--- src/rtl/bg_pattern_gen_pkg.sv ---
`default_nettype none
// +----------------------------------------------------------------------+
// | Module  : bg_pkg                                                     |
// | Brief   : Shared mode encoding and colour constants, RGB332 format.  |
// | Revision: 1.0                                                        |
// +----------------------------------------------------------------------+
package bg_pkg;

  typedef enum logic [1:0] {
    BG_OFF    = 2'd0,
    BG_STATIC = 2'd1,
    BG_SCROLL = 2'd2,
    BG_BLINK  = 2'd3
  } bg_mode_t;

  localparam logic [7:0] BG_FILL    = 8'h58;
  localparam logic [7:0] BG_BORDER  = 8'hFC;
  localparam logic [7:0] BG_BRACKET = 8'hFF;
  localparam logic [7:0] BG_BLACK   = 8'h00;

endpackage
`default_nettype wire

--- src/rtl/bg_pattern_gen_if.sv ---
`default_nettype none
// +----------------------------------------------------------------------+
// | Module  : bg_pattern_gen_if                                          |
// | Brief   : Pixel-in / colour-out bundle of the background generator.  |
// | Revision: 1.0                                                        |
// +----------------------------------------------------------------------+
interface bg_pattern_gen_if;
  logic [10:0] pixelX;
  logic [10:0] pixelY;
  logic        startOfFrame;
  logic        modeReq;
  logic [1:0]  modeSel;
  logic [7:0]  BG_RGB;
  logic        boardersDrawReq;
  logic        modeAck;

  modport master (
    output pixelX, pixelY, startOfFrame, modeReq, modeSel,
    input  BG_RGB, boardersDrawReq, modeAck
  );

  modport slave (
    input  pixelX, pixelY, startOfFrame, modeReq, modeSel,
    output BG_RGB, boardersDrawReq, modeAck
  );
endinterface
`default_nettype wire

--- src/rtl/bg_pattern_gen_lfsr.sv ---
`default_nettype none
// +----------------------------------------------------------------------+
// | Module  : bg_star_lfsr                                               |
// | Brief   : 16-bit Fibonacci LFSR (taps 16,14,13,11), seed load/step.  |
// | Revision: 1.0                                                        |
// +----------------------------------------------------------------------+
module bg_star_lfsr #(
  parameter logic [15:0] SEED = 16'hACE1
) (
  input  logic        clk,
  input  logic        resetN,
  input  logic        load_i,
  input  logic        adv_i,
  output logic [15:0] state_o
);
  logic [15:0] lfsr_q, lfsr_d;

  always_comb begin
    lfsr_d = lfsr_q;
    if (load_i)
      lfsr_d = SEED;
    else if (adv_i)
      lfsr_d = {lfsr_q[14:0], lfsr_q[15] ^ lfsr_q[13] ^ lfsr_q[12] ^ lfsr_q[10]};
  end

  always_ff @(posedge clk or negedge resetN) begin
    if (!resetN) lfsr_q <= SEED;
    else         lfsr_q <= lfsr_d;
  end

  assign state_o = lfsr_q;
endmodule
`default_nettype wire

--- src/rtl/bg_pattern_gen.sv ---
`default_nettype none
// +----------------------------------------------------------------------+
// | Module  : bg_pattern_gen                                             |
// | Brief   : Background/bracket generator, 2-stage pixel pipeline.      |
// |           Define BG_STARFIELD_EN to compile in the LFSR starfield.   |
// | Revision: 1.0                                                        |
// +----------------------------------------------------------------------+
module bg_pattern_gen
  import bg_pkg::*;
#(
  parameter int unsigned FRAME_W        = 635,
  parameter int unsigned FRAME_H        = 475,
  parameter int unsigned BRACKET_OFFSET = 30,
  parameter int unsigned STRIP_TOP_Y    = 9,
  parameter int unsigned STRIP_BOTTOM_Y = 23,
  parameter int unsigned STRIP_LEFT_X   = 31,
  parameter int unsigned CELL_W_LOG2    = 1,
  parameter int unsigned SCROLL_DIV     = 2,
  parameter int unsigned BLINK_FRAMES   = 30
`ifdef BG_STARFIELD_EN
  , parameter logic [15:0] STAR_SEED    = 16'hACE1
`endif
) (
  input  logic           clk,
  input  logic           resetN,
  bg_pattern_gen_if.slave bg_if
);
  localparam logic [10:0] c_frm_r   = 11'(FRAME_W);
  localparam logic [10:0] c_frm_b   = 11'(FRAME_H);
  localparam logic [10:0] c_brk_lt  = 11'(BRACKET_OFFSET);
  localparam logic [10:0] c_brk_r   = 11'(FRAME_W - BRACKET_OFFSET);
  localparam logic [10:0] c_brk_b   = 11'(FRAME_H - BRACKET_OFFSET);
  localparam logic [10:0] c_strip_t = 11'(STRIP_TOP_Y);
  localparam logic [10:0] c_strip_b = 11'(STRIP_BOTTOM_Y);
  localparam logic [10:0] c_strip_l = 11'(STRIP_LEFT_X);
  localparam logic [10:0] c_strip_e = 11'(STRIP_LEFT_X + (256 << CELL_W_LOG2));

  localparam int c_fcnt_w = (SCROLL_DIV > 1) ? $clog2(SCROLL_DIV) : 1;
  localparam int c_bcnt_w = (BLINK_FRAMES > 1) ? $clog2(BLINK_FRAMES) : 1;
  localparam logic [c_fcnt_w-1:0] c_fcnt_max = c_fcnt_w'(SCROLL_DIV - 1);
  localparam logic [c_bcnt_w-1:0] c_bcnt_max = c_bcnt_w'(BLINK_FRAMES - 1);

  // ---------------- frame-synchronised control state ----------------
  bg_mode_t              mode_q, mode_d, pend_q, pend_d, w_req_mode;
  logic                  pend_vld_q, pend_vld_d;
  logic [7:0]            scroll_q, scroll_d;
  logic [c_fcnt_w-1:0]   fcnt_q, fcnt_d;
  logic [c_bcnt_w-1:0]   bcnt_q, bcnt_d;
  logic                  vis_q, vis_d;
  logic                  ack_q, ack_d;

  // A request arriving with startOfFrame beats anything already pending.
  assign w_req_mode = bg_if.modeReq ? bg_mode_t'(bg_if.modeSel) : pend_q;

  always_comb begin
    mode_d     = mode_q;
    pend_d     = pend_q;
    pend_vld_d = pend_vld_q;
    scroll_d   = scroll_q;
    fcnt_d     = fcnt_q;
    bcnt_d     = bcnt_q;
    vis_d      = vis_q;
    ack_d      = 1'b0;
    if (bg_if.startOfFrame) begin
      if (mode_q == BG_SCROLL) begin
        if (fcnt_q == c_fcnt_max) begin
          fcnt_d   = '0;
          scroll_d = scroll_q + 8'd1;
        end else begin
          fcnt_d = fcnt_q + 1'b1;
        end
      end
      if (mode_q == BG_BLINK) begin
        if (bcnt_q == c_bcnt_max) begin
          bcnt_d = '0;
          vis_d  = ~vis_q;
        end else begin
          bcnt_d = bcnt_q + 1'b1;
        end
      end
      if (bg_if.modeReq || pend_vld_q) begin
        mode_d = w_req_mode;
        ack_d  = 1'b1;
        if (w_req_mode == BG_BLINK && mode_q != BG_BLINK) begin
          bcnt_d = '0;
          vis_d  = 1'b1;
        end
      end
      pend_vld_d = 1'b0;
    end else if (bg_if.modeReq) begin
      pend_d     = bg_mode_t'(bg_if.modeSel);
      pend_vld_d = 1'b1;
    end
  end

  always_ff @(posedge clk or negedge resetN) begin
    if (!resetN) begin
      mode_q     <= BG_STATIC;
      pend_q     <= BG_OFF;
      pend_vld_q <= 1'b0;
      scroll_q   <= 8'd0;
      fcnt_q     <= '0;
      bcnt_q     <= '0;
      vis_q      <= 1'b1;
      ack_q      <= 1'b0;
    end else begin
      mode_q     <= mode_d;
      pend_q     <= pend_d;
      pend_vld_q <= pend_vld_d;
      scroll_q   <= scroll_d;
      fcnt_q     <= fcnt_d;
      bcnt_q     <= bcnt_d;
      vis_q      <= vis_d;
      ack_q      <= ack_d;
    end
  end

  // ---------------- stage 1: region classification ----------------
  logic [10:0] w_x, w_y, w_xrel;
  logic [7:0]  w_off;
  logic        w_star;
  logic        s1_brk_q, s1_brk_d, s1_brd_q, s1_brd_d;
  logic        s1_strip_q, s1_strip_d, s1_star_q;
  logic [7:0]  s1_idx_q, s1_idx_d;

  assign w_x    = bg_if.pixelX;
  assign w_y    = bg_if.pixelY;
  assign w_xrel = w_x - c_strip_l;  // only meaningful once the strip test has passed
  assign w_off  = (mode_q == BG_SCROLL) ? scroll_q : 8'd0;

`ifdef BG_STARFIELD_EN
  logic [15:0] w_lfsr;

  bg_star_lfsr #(.SEED(STAR_SEED)) u_star_lfsr (
    .clk     (clk),
    .resetN  (resetN),
    .load_i  (bg_if.startOfFrame),
    .adv_i   ((w_x <= c_frm_r) && (w_y <= c_frm_b)),
    .state_o (w_lfsr)
  );

  assign w_star = (w_lfsr[15:9] == 7'd0) && (w_x <= c_frm_r) && (w_y <= c_frm_b);
`else
  assign w_star = 1'b0;
`endif

  always_comb begin
    s1_brk_d   = ((w_x == c_brk_lt) || (w_y == c_brk_lt) || (w_x == c_brk_r) || (w_y == c_brk_b))
                 && ((mode_q != BG_BLINK) || vis_q);
    s1_brd_d   = (w_x == 11'd0) || (w_y == 11'd0) || (w_x == c_frm_r) || (w_y == c_frm_b);
    s1_strip_d = (w_y >= c_strip_t) && (w_y <= c_strip_b) && (w_x >= c_strip_l) && (w_x < c_strip_e);
    s1_idx_d   = 8'(w_xrel >> CELL_W_LOG2) + w_off;
  end

  // ---------------- stage 2: colour priority ----------------
  logic [7:0] rgb_q, rgb_d;
  logic       drq_q, drq_d;

  always_comb begin
    rgb_d = BG_FILL;
    drq_d = 1'b0;
    if (mode_q == BG_OFF) begin
      rgb_d = BG_BLACK;
    end else if (s1_brk_q) begin
      rgb_d = BG_BRACKET;
      drq_d = 1'b1;
    end else if (s1_brd_q) begin
      rgb_d = BG_BORDER;
    end else if (s1_strip_q) begin
      rgb_d = s1_idx_q;
    end else if (s1_star_q) begin
      rgb_d = BG_BRACKET;
    end
  end

  always_ff @(posedge clk or negedge resetN) begin
    if (!resetN) begin
      s1_brk_q   <= 1'b0;
      s1_brd_q   <= 1'b0;
      s1_strip_q <= 1'b0;
      s1_star_q  <= 1'b0;
      s1_idx_q   <= 8'd0;
      rgb_q      <= BG_BLACK;
      drq_q      <= 1'b0;
    end else begin
      s1_brk_q   <= s1_brk_d;
      s1_brd_q   <= s1_brd_d;
      s1_strip_q <= s1_strip_d;
      s1_star_q  <= w_star;
      s1_idx_q   <= s1_idx_d;
      rgb_q      <= rgb_d;
      drq_q      <= drq_d;
    end
  end

  assign bg_if.BG_RGB          = rgb_q;
  assign bg_if.boardersDrawReq = drq_q;
  assign bg_if.modeAck         = ack_q;
endmodule
`default_nettype wire
--- src/flat_wrapper.sv ---
// flat-port wrapper written by rule: the top's interface ports become plain ports
module bg_pattern_gen_flat import bg_pkg::*;
#(
  parameter int unsigned FRAME_W        = 635,
  parameter int unsigned FRAME_H        = 475,
  parameter int unsigned BRACKET_OFFSET = 30,
  parameter int unsigned STRIP_TOP_Y    = 9,
  parameter int unsigned STRIP_BOTTOM_Y = 23,
  parameter int unsigned STRIP_LEFT_X   = 31,
  parameter int unsigned CELL_W_LOG2    = 1,
  parameter int unsigned SCROLL_DIV     = 2,
  parameter int unsigned BLINK_FRAMES   = 30

)
  (clk, resetN, bg_if_pixelX, bg_if_pixelY, bg_if_startOfFrame, bg_if_modeReq, bg_if_modeSel, bg_if_BG_RGB, bg_if_boardersDrawReq, bg_if_modeAck);
  bg_pattern_gen_if bg_if_i ();
  input  logic clk;
  input  logic resetN;
  input wire logic [$bits(bg_if_i.pixelX)-1:0] bg_if_pixelX;
  input wire logic [$bits(bg_if_i.pixelY)-1:0] bg_if_pixelY;
  input wire logic [$bits(bg_if_i.startOfFrame)-1:0] bg_if_startOfFrame;
  input wire logic [$bits(bg_if_i.modeReq)-1:0] bg_if_modeReq;
  input wire logic [$bits(bg_if_i.modeSel)-1:0] bg_if_modeSel;
  output wire logic [$bits(bg_if_i.BG_RGB)-1:0] bg_if_BG_RGB;
  output wire logic [$bits(bg_if_i.boardersDrawReq)-1:0] bg_if_boardersDrawReq;
  output wire logic [$bits(bg_if_i.modeAck)-1:0] bg_if_modeAck;
  assign bg_if_i.pixelX = bg_if_pixelX;
  assign bg_if_i.pixelY = bg_if_pixelY;
  assign bg_if_i.startOfFrame = bg_if_startOfFrame;
  assign bg_if_i.modeReq = bg_if_modeReq;
  assign bg_if_i.modeSel = bg_if_modeSel;
  assign bg_if_BG_RGB = bg_if_i.BG_RGB;
  assign bg_if_boardersDrawReq = bg_if_i.boardersDrawReq;
  assign bg_if_modeAck = bg_if_i.modeAck;
  bg_pattern_gen #(.FRAME_W(FRAME_W), .FRAME_H(FRAME_H), .BRACKET_OFFSET(BRACKET_OFFSET), .STRIP_TOP_Y(STRIP_TOP_Y), .STRIP_BOTTOM_Y(STRIP_BOTTOM_Y), .STRIP_LEFT_X(STRIP_LEFT_X), .CELL_W_LOG2(CELL_W_LOG2), .SCROLL_DIV(SCROLL_DIV), .BLINK_FRAMES(BLINK_FRAMES)) u_core (.clk(clk), .resetN(resetN), .bg_if(bg_if_i));
endmodule
--- config.mk ---
export PLATFORM = sky130hd
export DESIGN_NAME = bg_pattern_gen_flat
export DESIGN_NICKNAME = d
export VERILOG_FILES = /design/src/rtl/bg_pattern_gen_pkg.sv /design/src/rtl/bg_pattern_gen_if.sv /design/src/rtl/bg_pattern_gen_lfsr.sv /design/src/rtl/bg_pattern_gen.sv /design/src/flat_wrapper.sv
export SDC_FILE = /design/constraint.sdc
export NUM_CORES = 1
export LEC_CHECK = 0
export ABC_AREA = 1
export CORE_MARGIN = 2
export CORE_UTILIZATION = 59
export CTS_CLUSTER_SIZE = 28
export DETAILED_ROUTE_END_ITERATION = 8
export GPL_TIMING_DRIVEN = 0
export PLACE_DENSITY = 0.85
export SYNTH_ARGS = -nofsm -noshare
export SYNTH_HDL_FRONTEND = slang
export SYNTH_HIERARCHICAL = 1
export SYNTH_SLANG_ARGS = --single-unit
--- constraint.sdc ---
create_clock -name clk -period 6.1 [get_ports clk]
set_clock_uncertainty 0.2 [all_clocks]
set_input_delay 0.61 -clock clk [delete_from_list [all_inputs] [get_ports clk]]
set_output_delay 0.61 -clock clk [all_outputs]
set_load 0.005 [all_outputs]
==> results.json, run 1 <==
{
  "synth.distinct_cells": 27,
  "insertion_delay_ns": 0.28,
  "finalCriticalPeriod_ns": 2.80,
  "postRouteAntennaNets": 0,
  "endpoint_kind": "flip-flop",
  "slowest_delay_ns": 0.58,
  "grt_pass1_vias": 2112,
  "dr.pass1.iters": 4,
  "cts_root_buffer": "clkbuf_8",
  "fp.dieArea_um2": 4900,
  "drc": 0,
  "track_usage_pct": 22.5,
  "powerDensity_nw_per_um2": 272,
  "peakVddDrop_mv": 0.209,
  "crit_slowest_cell": "clkdlybuf4s50_1",
  "start_util_pct": 60.3,
  "hp-class": "input pin to asynchronous set/reset pin",
  "required_ns": 6.08,
  "fin_crit_sh_pct": 45.9,
  "path_cells": "clkdlybuf4s50_1 > nand3_1 > inv_1 > nand3_1 > nand2_1 > xor2_1 > ha_1 > nand2_1 > inv_1 > a21oi_1 > nand2_1 > nand3_1 > nand2_1",
  "overflow": 0,
  "rrSetupSlack_ns": 3.90,
  "clkTransAtPathRegs_ns": 0.08,
  "diodes": 0,
  "slew_headroom_pct": 43.1,
  "via_per_inst": 5.08,
  "drt_iter0_drc": 150,
  "rr_startpoint": "u_core/mode_q[0]",
  "antenna_found_initial": 0,
  "die_w_um": 70,
  "tightest_slew_ns": 0.854,
  "grt_pass1_wl_um": 8990,
  "wirelength_um": 4960,
  "cp_data_arrival_time_ns": 2.78,
  "rows": 24,
  "hold_violations": 0,
  "cts-hold-fix-buffers": 0,
  "io_buffer_count": 37,
  "timing.rr.end": "u_core/s1_idx_q[6]",
  "status": "completed",
  "syn-num-nets": 374,
  "nets": 418,
  "critPathMaxFanout": 6,
  "cts_tree": "yes",
  "mappedNetlistArea_um2": 2570,
  "ys_ff_latch": 41,
  "synth_area_per_cell_um2": 7.79,
  "async_flop_share_pct": 100,
  "cts-resized-gates": 0,
  "layout.cells.non_filler": 427,
  "p_leak_nw": 1.59,
  "setup_viol": 0,
  "vias": 2169,
  "ctsHtreeMaxLevel": 2,
  "yosysWarnings": 6,
  "drv_slew": 0,
  "postCtsSetupRepairBufs": 0,
  "cts.sinks": 41,
  "ctsLongestPathBuffers": 2,
  "synth-seq-area-share_pct": 40.0,
  "fp.coreArea_um2": 4260,
  "final_cell_mix": "78 x nand2_1, 52 x inv_1, 39 x nor2_1, 39 x dfrtp_1, 36 x clkdlybuf4s50_1",
  "dieHeight_um": 70,
  "io_pins": 38,
  "critPathKind": "input pin to flip-flop",
  "reg2regPathDepth": 9,
  "rsz0062_at_grt": "false",
  "startpoint_type": "input pin",
  "ys_dominant_reg_cell": "dfrtp_1",
  "dp.cells": 419,
  "area_growth_pct": 20.9,
  "cts_buffers": 5,
  "grt_start_max_net_pins": 42,
  "cp_common_cell": "nand2_1",
  "finalSetupTns_ns": 0,
  "synthCells": 330,
  "fmax_mhz": 357,
  "finalWeightedCongestion": 0.933,
  "wl_per_cell_um": 11.6,
  "layout-drive-gt1-share_pct": 6.40,
  "final_common_cell": "nand2_1",
  "dp_hpwl_um": 3910,
  "maxCapViolCount": 0,
  "synth_edf_count": 0
}
-- logic make-up (layout without fill, tap and decap cells) --
logic type                 count (synthesis)  after routing  synth area share, %
AOI/OAI and AO/OA                         27             27                 5.75
xor gates and xnor gates                  20             20                 6.82
adders and majority gates                 16             16                 8.08
buffers and inverters                     54             99                 7.98
DFF                                       41             41                 40.0
and+or+nand+nor                          172            172                 31.4
-- metal layers --
layer | vias to the layer above | wire [um] | track usage [%]
met3 | 10 | 169 | 4.47
met5 | - | 0 | 0
li1 | 1133 | - | -
met4 | 0 | 102 | 7.26
met2 | 43 | 2370 | 37.0
met1 | 983 | 2320 | 30.0
-- final cells by class --
class                           instances  area, um^2
Fill cell                             317        1160
Tap cell                               52        65.1
Timing Repair Buffer                   37         365
Inverter                               54         205
Sequential cell                        41        1030
Multi-Input combinational cell        235        1340
Clock buffer                            6        72.6
Clock inverter                          2        35.0
-- per-stage QoR --
stage          hold slack [ns]  utilization (%)  worst slack (ns)  total power, mW  area (um^2)
2_1_floorplan            0.114                -              3.88            0.554         2570
3_3_place_gp             0.251             70.5              3.08            0.626         3010
3_5_place_dp             0.260             70.4              3.03            0.637         3000
4_1_cts                  0.268             72.9              3.34            0.849         3110
5_1_grt                  0.315             72.9              3.08            0.905         3110
6_report                 0.225             72.9              3.30            0.845         3110
-- worst max-delay path: cells and delay by family --
family | cells | cell delay (ns)
buffers and inverters | 3 | 0.75
AO/OA/AOI/OAI | 1 | 0.17
adder cells (fa/ha/maj) | 1 | 0.30
AND/OR/NAND/NOR | 7 | 0.76
XOR/XNOR | 1 | 0.19
-- synthesized netlist by cell type (2+ instances only) --
| cell | n | area, um^2 |
|---|---|---|
| a21oi_1 | 12 | 60.1 |
| dfrtp_1 | 39 | 976 |
| dfstp_2 | 2 | 52.6 |
| ha_1 | 15 | 188 |
| inv_1 | 52 | 195 |
| nand2_1 | 78 | 293 |
| nand2_4 | 3 | 33.8 |
| nand3_1 | 26 | 130 |
| nand3_2 | 2 | 20.0 |
| nand4_1 | 9 | 56.3 |
| nor2_1 | 39 | 146 |
| nor3_1 | 8 | 40.0 |
| nor3b_1 | 2 | 15.0 |
| o21ai_0 | 12 | 60.1 |
| xnor2_1 | 3 | 26.3 |
| xor2_1 | 17 | 149 |
-- registers in the layout, indices dropped and copies added, names as in the netlist, 2 cells and up --
register / count
u_core/bcnt_q: 5
u_core/bg_if.BG_RGB: 8
u_core/mode_q: 2
u_core/pend_q: 2
u_core/s1_idx_q: 8
u_core/scroll_q: 8
-- worst max-delay path by stage --
stage                          startpoint                 end  slack [ns]  depth (start not counted)
after CTS                 bg_if_pixelX[2]  u_core/s1_idx_q[6]        3.34                         10
after global routing      bg_if_pixelX[2]  u_core/s1_idx_q[7]        3.08                         13
final                     bg_if_pixelX[2]  u_core/s1_idx_q[7]        3.30                         13
after detailed placement  bg_if_pixelX[2]  u_core/s1_idx_q[6]        3.03                         11
after global placement    bg_if_pixelX[2]  u_core/s1_idx_q[6]        3.08                         10
after floorplan           bg_if_pixelX[2]  u_core/s1_idx_q[6]        3.88                          9
-- power by group --
| group | internal [mW] | switching, mW |
|---|---|---|
| Sequential | 0.337 | 0.0476 |
| Combinational | 0.105 | 0.147 |
| Clock | 0.121 | 0.0869 |
Note: power is estimated with default switching activity, not from simulation.
==> inputs of run 2 (changes only) <==
--- a/config.mk
+++ b/config.mk
@@ -7,11 +7,11 @@
 export LEC_CHECK = 0
 export ABC_AREA = 1
 export CORE_MARGIN = 2
-export CORE_UTILIZATION = 59
+export CORE_UTILIZATION = 54
 export CTS_CLUSTER_SIZE = 28
 export DETAILED_ROUTE_END_ITERATION = 8
 export GPL_TIMING_DRIVEN = 0
-export PLACE_DENSITY = 0.85
+export PLACE_DENSITY = 0.79
 export SYNTH_ARGS = -nofsm -noshare
 export SYNTH_HDL_FRONTEND = slang
 export SYNTH_HIERARCHICAL = 1
==> constraint.sdc (replaced) <==
create_clock -name clk -period 2.82 [get_ports clk]
set_clock_uncertainty 0.2 [all_clocks]
set_input_delay 0.282 -clock clk [delete_from_list [all_inputs] [get_ports clk]]
set_output_delay 0.282 -clock clk [all_outputs]
set_load 0.005 [all_outputs]
==> run 2 against run 1 <==
Effect of this change: clock power is 88% higher; final cell count grew 0.70%; sequential share of layout area is essentially flat; via count fell by 1.0%.
==> results.json, run 2 (synthesis results as in run 1) <==
{
  "area_growth_pct": 20.9,
  "rows": 25,
  "ctsLongestPathBuffers": 2,
  "p_leak_nw": 1.59,
  "critPathMaxFanout": 6,
  "route.met2.wl_um": 2260,
  "layout.cells.non_filler": 430,
  "track_usage_pct": 20.2,
  "fp.dieArea_um2": 5330,
  "die_w_um": 73.0,
  "drv_slew": 0,
  "rsz0062_at_grt": "false",
  "rrSetupSlack_ns": 0.69,
  "critPathLaunch": "bg_if_pixelX[2]",
  "fp.coreArea_um2": 4660,
  "critPathKind": "input pin to flip-flop",
  "fin_crit_sh_pct": 85.7,
  "finalWeightedCongestion": 0.870,
  "drt-met1-wl_um": 2310,
  "final_core_util_pct": 66.7,
  "ctsHtreeMaxLevel": 2,
  "share_comb_of_total_power_pct": 30.7,
  "grt_pass1_vias": 2059,
  "reg2regPathDepth": 9,
  "wl_met3_um": 165,
  "hold_violations": 0,
  "nFillCells": 399,
  "cts.sinks": 41,
  "final_cell_mix": "78 x nand2_1, 52 x inv_1, 39 x nor2_1, 39 x dfrtp_1, 36 x clkdlybuf4s50_1",
  "cts_tree": "yes",
  "dp_hpwl_um": 3770,
  "io_buffer_count": 37,
  "rr_startpoint": "u_core/mode_q[0]",
  "layout-drive-gt1-share_pct": 6.38,
  "via_per_inst": 4.99,
  "dp.cells": 421,
  "cts_buffers": 5,
  "final_common_cell": "nand2_1",
  "maxCapViolCount": 0,
  "setup_viol": 0,
  "dieHeight_um": 73.0,
  "cp_data_arrival_time_ns": 2.40,
  "powerDensity_nw_per_um2": 567,
  "drc": 0,
  "power.internal_mw": 1.15,
  "fmax_mhz": 414,
  "diodes": 0,
  "vias": 2147,
  "switchingPower_mw": 0.608,
  "nets": 419,
  "top_layer_used": "met4",
  "hp-class": "flip-flop to flip-flop",
  "cts-resized-gates": 0,
  "grt_pass1_wl_um": 8440,
  "grt_start_max_net_pins": 42,
  "timing.rr.end": "u_core/s1_idx_q[6]",
  "required_ns": 2.81,
  "wl_per_cell_um": 11.1,
  "finalSetupTns_ns": 0,
  "postRouteAntennaNets": 0,
  "startpoint_type": "input pin",
  "tightest_slew_ns": 0.883,
  "crit_end": "u_core/s1_idx_q[7]",
  "io_pins": 38,
  "start_util_pct": 55.1,
  "status": "completed",
  "antenna_found_initial": 0,
  "slew_headroom_pct": 41.1,
  "endpoint_kind": "flip-flop",
  "overflow": 0,
  "dr.pass1.iters": 4,
  "cts_root_buffer": "clkbuf_8",
  "finalCriticalPeriod_ns": 2.42,
  "pwr-share-clk_pct": 22.2,
  "seq_power_share_pct": 47.1,
  "insertion_delay_ns": 0.29,
  "switching_share_pct": 34.5,
  "drt_iter0_drc": 110,
  "peakVddDrop_mv": 0.529,
  "holdWs_ns": 0.272,
  "clkTransAtPathRegs_ns": 0.08,
  "wirelength_um": 4760
}
==> run 2: changes by cell type in the layout (fill, tap and decap cells not counted), sizes merged <==
cell	delta
bufinv	-1
clkbuf	+1
clkinv	-1
clkinvlp	+1
dlygate4sd3	+1
==> run 2: critical path, cell delays in order <==
cell	delay, ns
clkdlybuf4s50_1	0.57
nand3_1	0.12
inv_1	0.13
nand3_1	0.17
nand2_1	0.12
xor2_1	0.19
ha_1	0.30
nand2_1	0.10
inv_1	0.05
a21oi_1	0.14
nand2_1	0.09
nand3_1	0.09
nand2_1	0.06
==> run 2: area by class of cell <==
type / count / area (um^2) / area share [%]
multi-input combinational: 235 / 1340 / 43.0
inverter: 54 / 205 / 6.60
clock inverter: 1 / 7.51 / 0.242
timing repair buffer: 38 / 375 / 12.1
sequential: 41 / 1030 / 33.1
tap: 54 / 67.6 / 2.17
clock buffer: 7 / 86.3 / 2.78
==> run 2: worst min-delay path by stage <==
stage,startpoint,to,slack [ns],cells after the start
2_1_floorplan,resetN,u_core/bcnt_q[0],-0.21,0
3_3_place_gp,u_core/s1_idx_q[4],u_core/bg_if.BG_RGB[4],0.25,2
3_5_place_dp,resetN,u_core/bg_if.boardersDrawReq,0.25,1
4_1_cts,u_core/s1_idx_q[6],u_core/bg_if.BG_RGB[6],0.28,2
5_1_grt,u_core/s1_idx_q[6],u_core/bg_if.BG_RGB[6],0.30,2
6_report,u_core/s1_idx_q[6],u_core/bg_if.BG_RGB[6],0.27,2
==> run 2: metrics by stage <==
| stage | cell area [um^2] | power, mW | setup slack, ns |
|---|---|---|---|
| 2_1_floorplan | 2570 | 1.20 | 0.831 |
| 3_3_place_gp | 3010 | 1.36 | 0.115 |
| 3_5_place_dp | 3000 | 1.38 | 0.0974 |
| 4_1_cts | 3110 | 1.78 | 0.400 |
| 5_1_grt | 3110 | 1.90 | 0.240 |
| 6_report | 3110 | 1.76 | 0.404 |
==> run 2: power groups by stage <==
stage / clock (mW) / sequential [mW] / combinational (mW)
finish: 0.392 / 0.830 / 0.541
global route: 0.424 / 0.849 / 0.622
CTS: 0.405 / 0.832 / 0.544
detailed placement: 0 / 0.844 / 0.536
global placement: 0 / 0.837 / 0.519
floorplan: 0 / 0.825 / 0.373
==> run 2: metal layers <==
layer | up-vias | GRT usage (%)
met5 | - | 0
met4 | 0 | 4.32
met3 | 4 | 4.14
met2 | 33 | 35.4
met1 | 971 | 25.7
li1 | 1139 | -
==> run 2: repair_timing <==
item / in CTS / in global routing
hold endpoints to repair: 39 / 0
setup buffers: 0 / 0
hold buffers: 1 / 0
endpoints found under the setup margin: 0 / 0
==> RTL edit (settings of run 1) <==
Reset style: synchronous (`resetN`), changed in 2 clocked blocks.
--- a/src/rtl/bg_pattern_gen.sv
+++ b/src/rtl/bg_pattern_gen.sv
@@ -95,3 +95,3 @@
 
-  always_ff @(posedge clk or negedge resetN) begin
+  always_ff @(posedge clk) begin
     if (!resetN) begin
@@ -175,3 +175,3 @@
 
-  always_ff @(posedge clk or negedge resetN) begin
+  always_ff @(posedge clk) begin
     if (!resetN) begin
Check against the original RTL: differs if resetN is asserted again (counterexample within 4 cycles, from zero or initial values and one cycle with resetN low); with resetN held inactive, the same outputs for 10 cycles.
==> RTL edit against run 1 <==
- sequential cell count unchanged
- synthesized area down 2.4%
- via count is 13% higher
- setup slack improved by 49 ps
- cell count is 11% higher
- fmax grew 1.8%
- utilization grew 2.7 points
- cell area decreased by 1.3%
- wire length increased by 5.5%
- highest routed layer unchanged
Power is not compared: it rests on default switching activity, and its combinational part moved more than twofold at a synthesized area within 25%.
==> RTL edit: results (changes against run 1) <==
synth.yosys.seq_area_share_pct: 32.7  # -7.3 points
r2r_end: "u_core/s1_idx_q[7]"
cp_top_family: "adder cells"
place_area_um2: 2930  # -2.3%
hold_path_class: "reg -> reg"
holdPathStages: 2
routabilityCongestion: 0.817  # -12%
ys_top_cells_by_area: "dfxtp_1, nand2_1, inv_1"
grt_pass1_vias: 2237  # +5.9%
critPathMaxStageDelay_ps: 620  # +40 ps
synth_cell_types: 31  # +15%
wl_um: 5230  # +5.5%
met1_usage_pct: 26.7  # -3.3 points
rrSetupSlack_ps: 3890  # about the same
holdWs_ps: 246  # +20.7 ps
synth_cells: 379  # +15%
wl_met1_um: 2380  # +2.7%
antenna_found_initial: 0  # unchanged
fin_ws_ps: 3350  # +48.9 ps
dp_hpwl_um: 4040  # +3.4%
dp_slack_ps: 3030  # +6.95 ps
grt_pass1_wl_um: 8960  # -0.38%
stdcell_count: 473  # +11%
via_count: 2444  # +13%
maxSlewHeadroom_pct: 60.0  # +17 points
clock_latency_ps: 300  # +20 ps
met3_usage_pct: 4.07  # -0.40 points
status: "completed"
grt_max_degree: 15  # -64%
grt.total_usage_pct: 22.4  # -0.13 points
wl_met3_um: 212  # +25%
arrival_ps: 2740  # -40 ps
wl_met2_um: 2580  # +9.0%
grtUsageMet2_pct: 40.5  # +3.5 points
layout-drive-gt1-share_pct: 6.38  # -0.017 points
async_flop_share_pct: 0  # -100 points
synth_common_cells: "nand2_1, inv_1, nor2_1, dfxtp_1, a21oi_1"
cts_buffers: 5  # unchanged
drtIter0Drc: 131  # -13%
portBuffers: 36  # -2.7%
endpoint: "u_core/s1_idx_q[6]"
syn_nets: 423  # +13%
cp-startpoint: "bg_if_pixelX[0]"
r2r-start: "u_core/mode_q[0]"
synth_top_flop_cell: "dfxtp_1"
## RTL edit: cell types whose count changed in the layout (fill, tap and decap cells not counted), sizes merged, moves of 8 or more
cell / before / now
nand2: 81 / 91
dfxtp: 0 / 41
a21oi: 12 / 28
dfrtp: 39 / 0
o21ai: 12 / 21
inv: 54 / 63
xor2: 17 / 9
nor2: 41 / 56
## RTL edit: cell type report
| class | instances | area [µm²] |
|---|---|---|
| Buffer | 4 | 22.5 |
| Clock buffer | 5 | 68.8 |
| Clock inverter | 3 | 68.8 |
| Fill cell | 335 | 990 |
| Inverter | 63 | 238 |
| Multi-Input combinational cell | 271 | 1430 |
| Sequential cell | 41 | 821 |
| Tap cell | 50 | 62.6 |
| Timing Repair Buffer | 36 | 360 |
## RTL edit: kinds of logic after synthesis
kind of cell / share of synthesized area [%]
and+or+nand+nor: 34.0
buffers and inverters: 10.4
AOI/OAI and AO/OA: 11.1
DFF: 32.7
adders and majority gates: 8.28
xor gates and xnor gates: 3.49
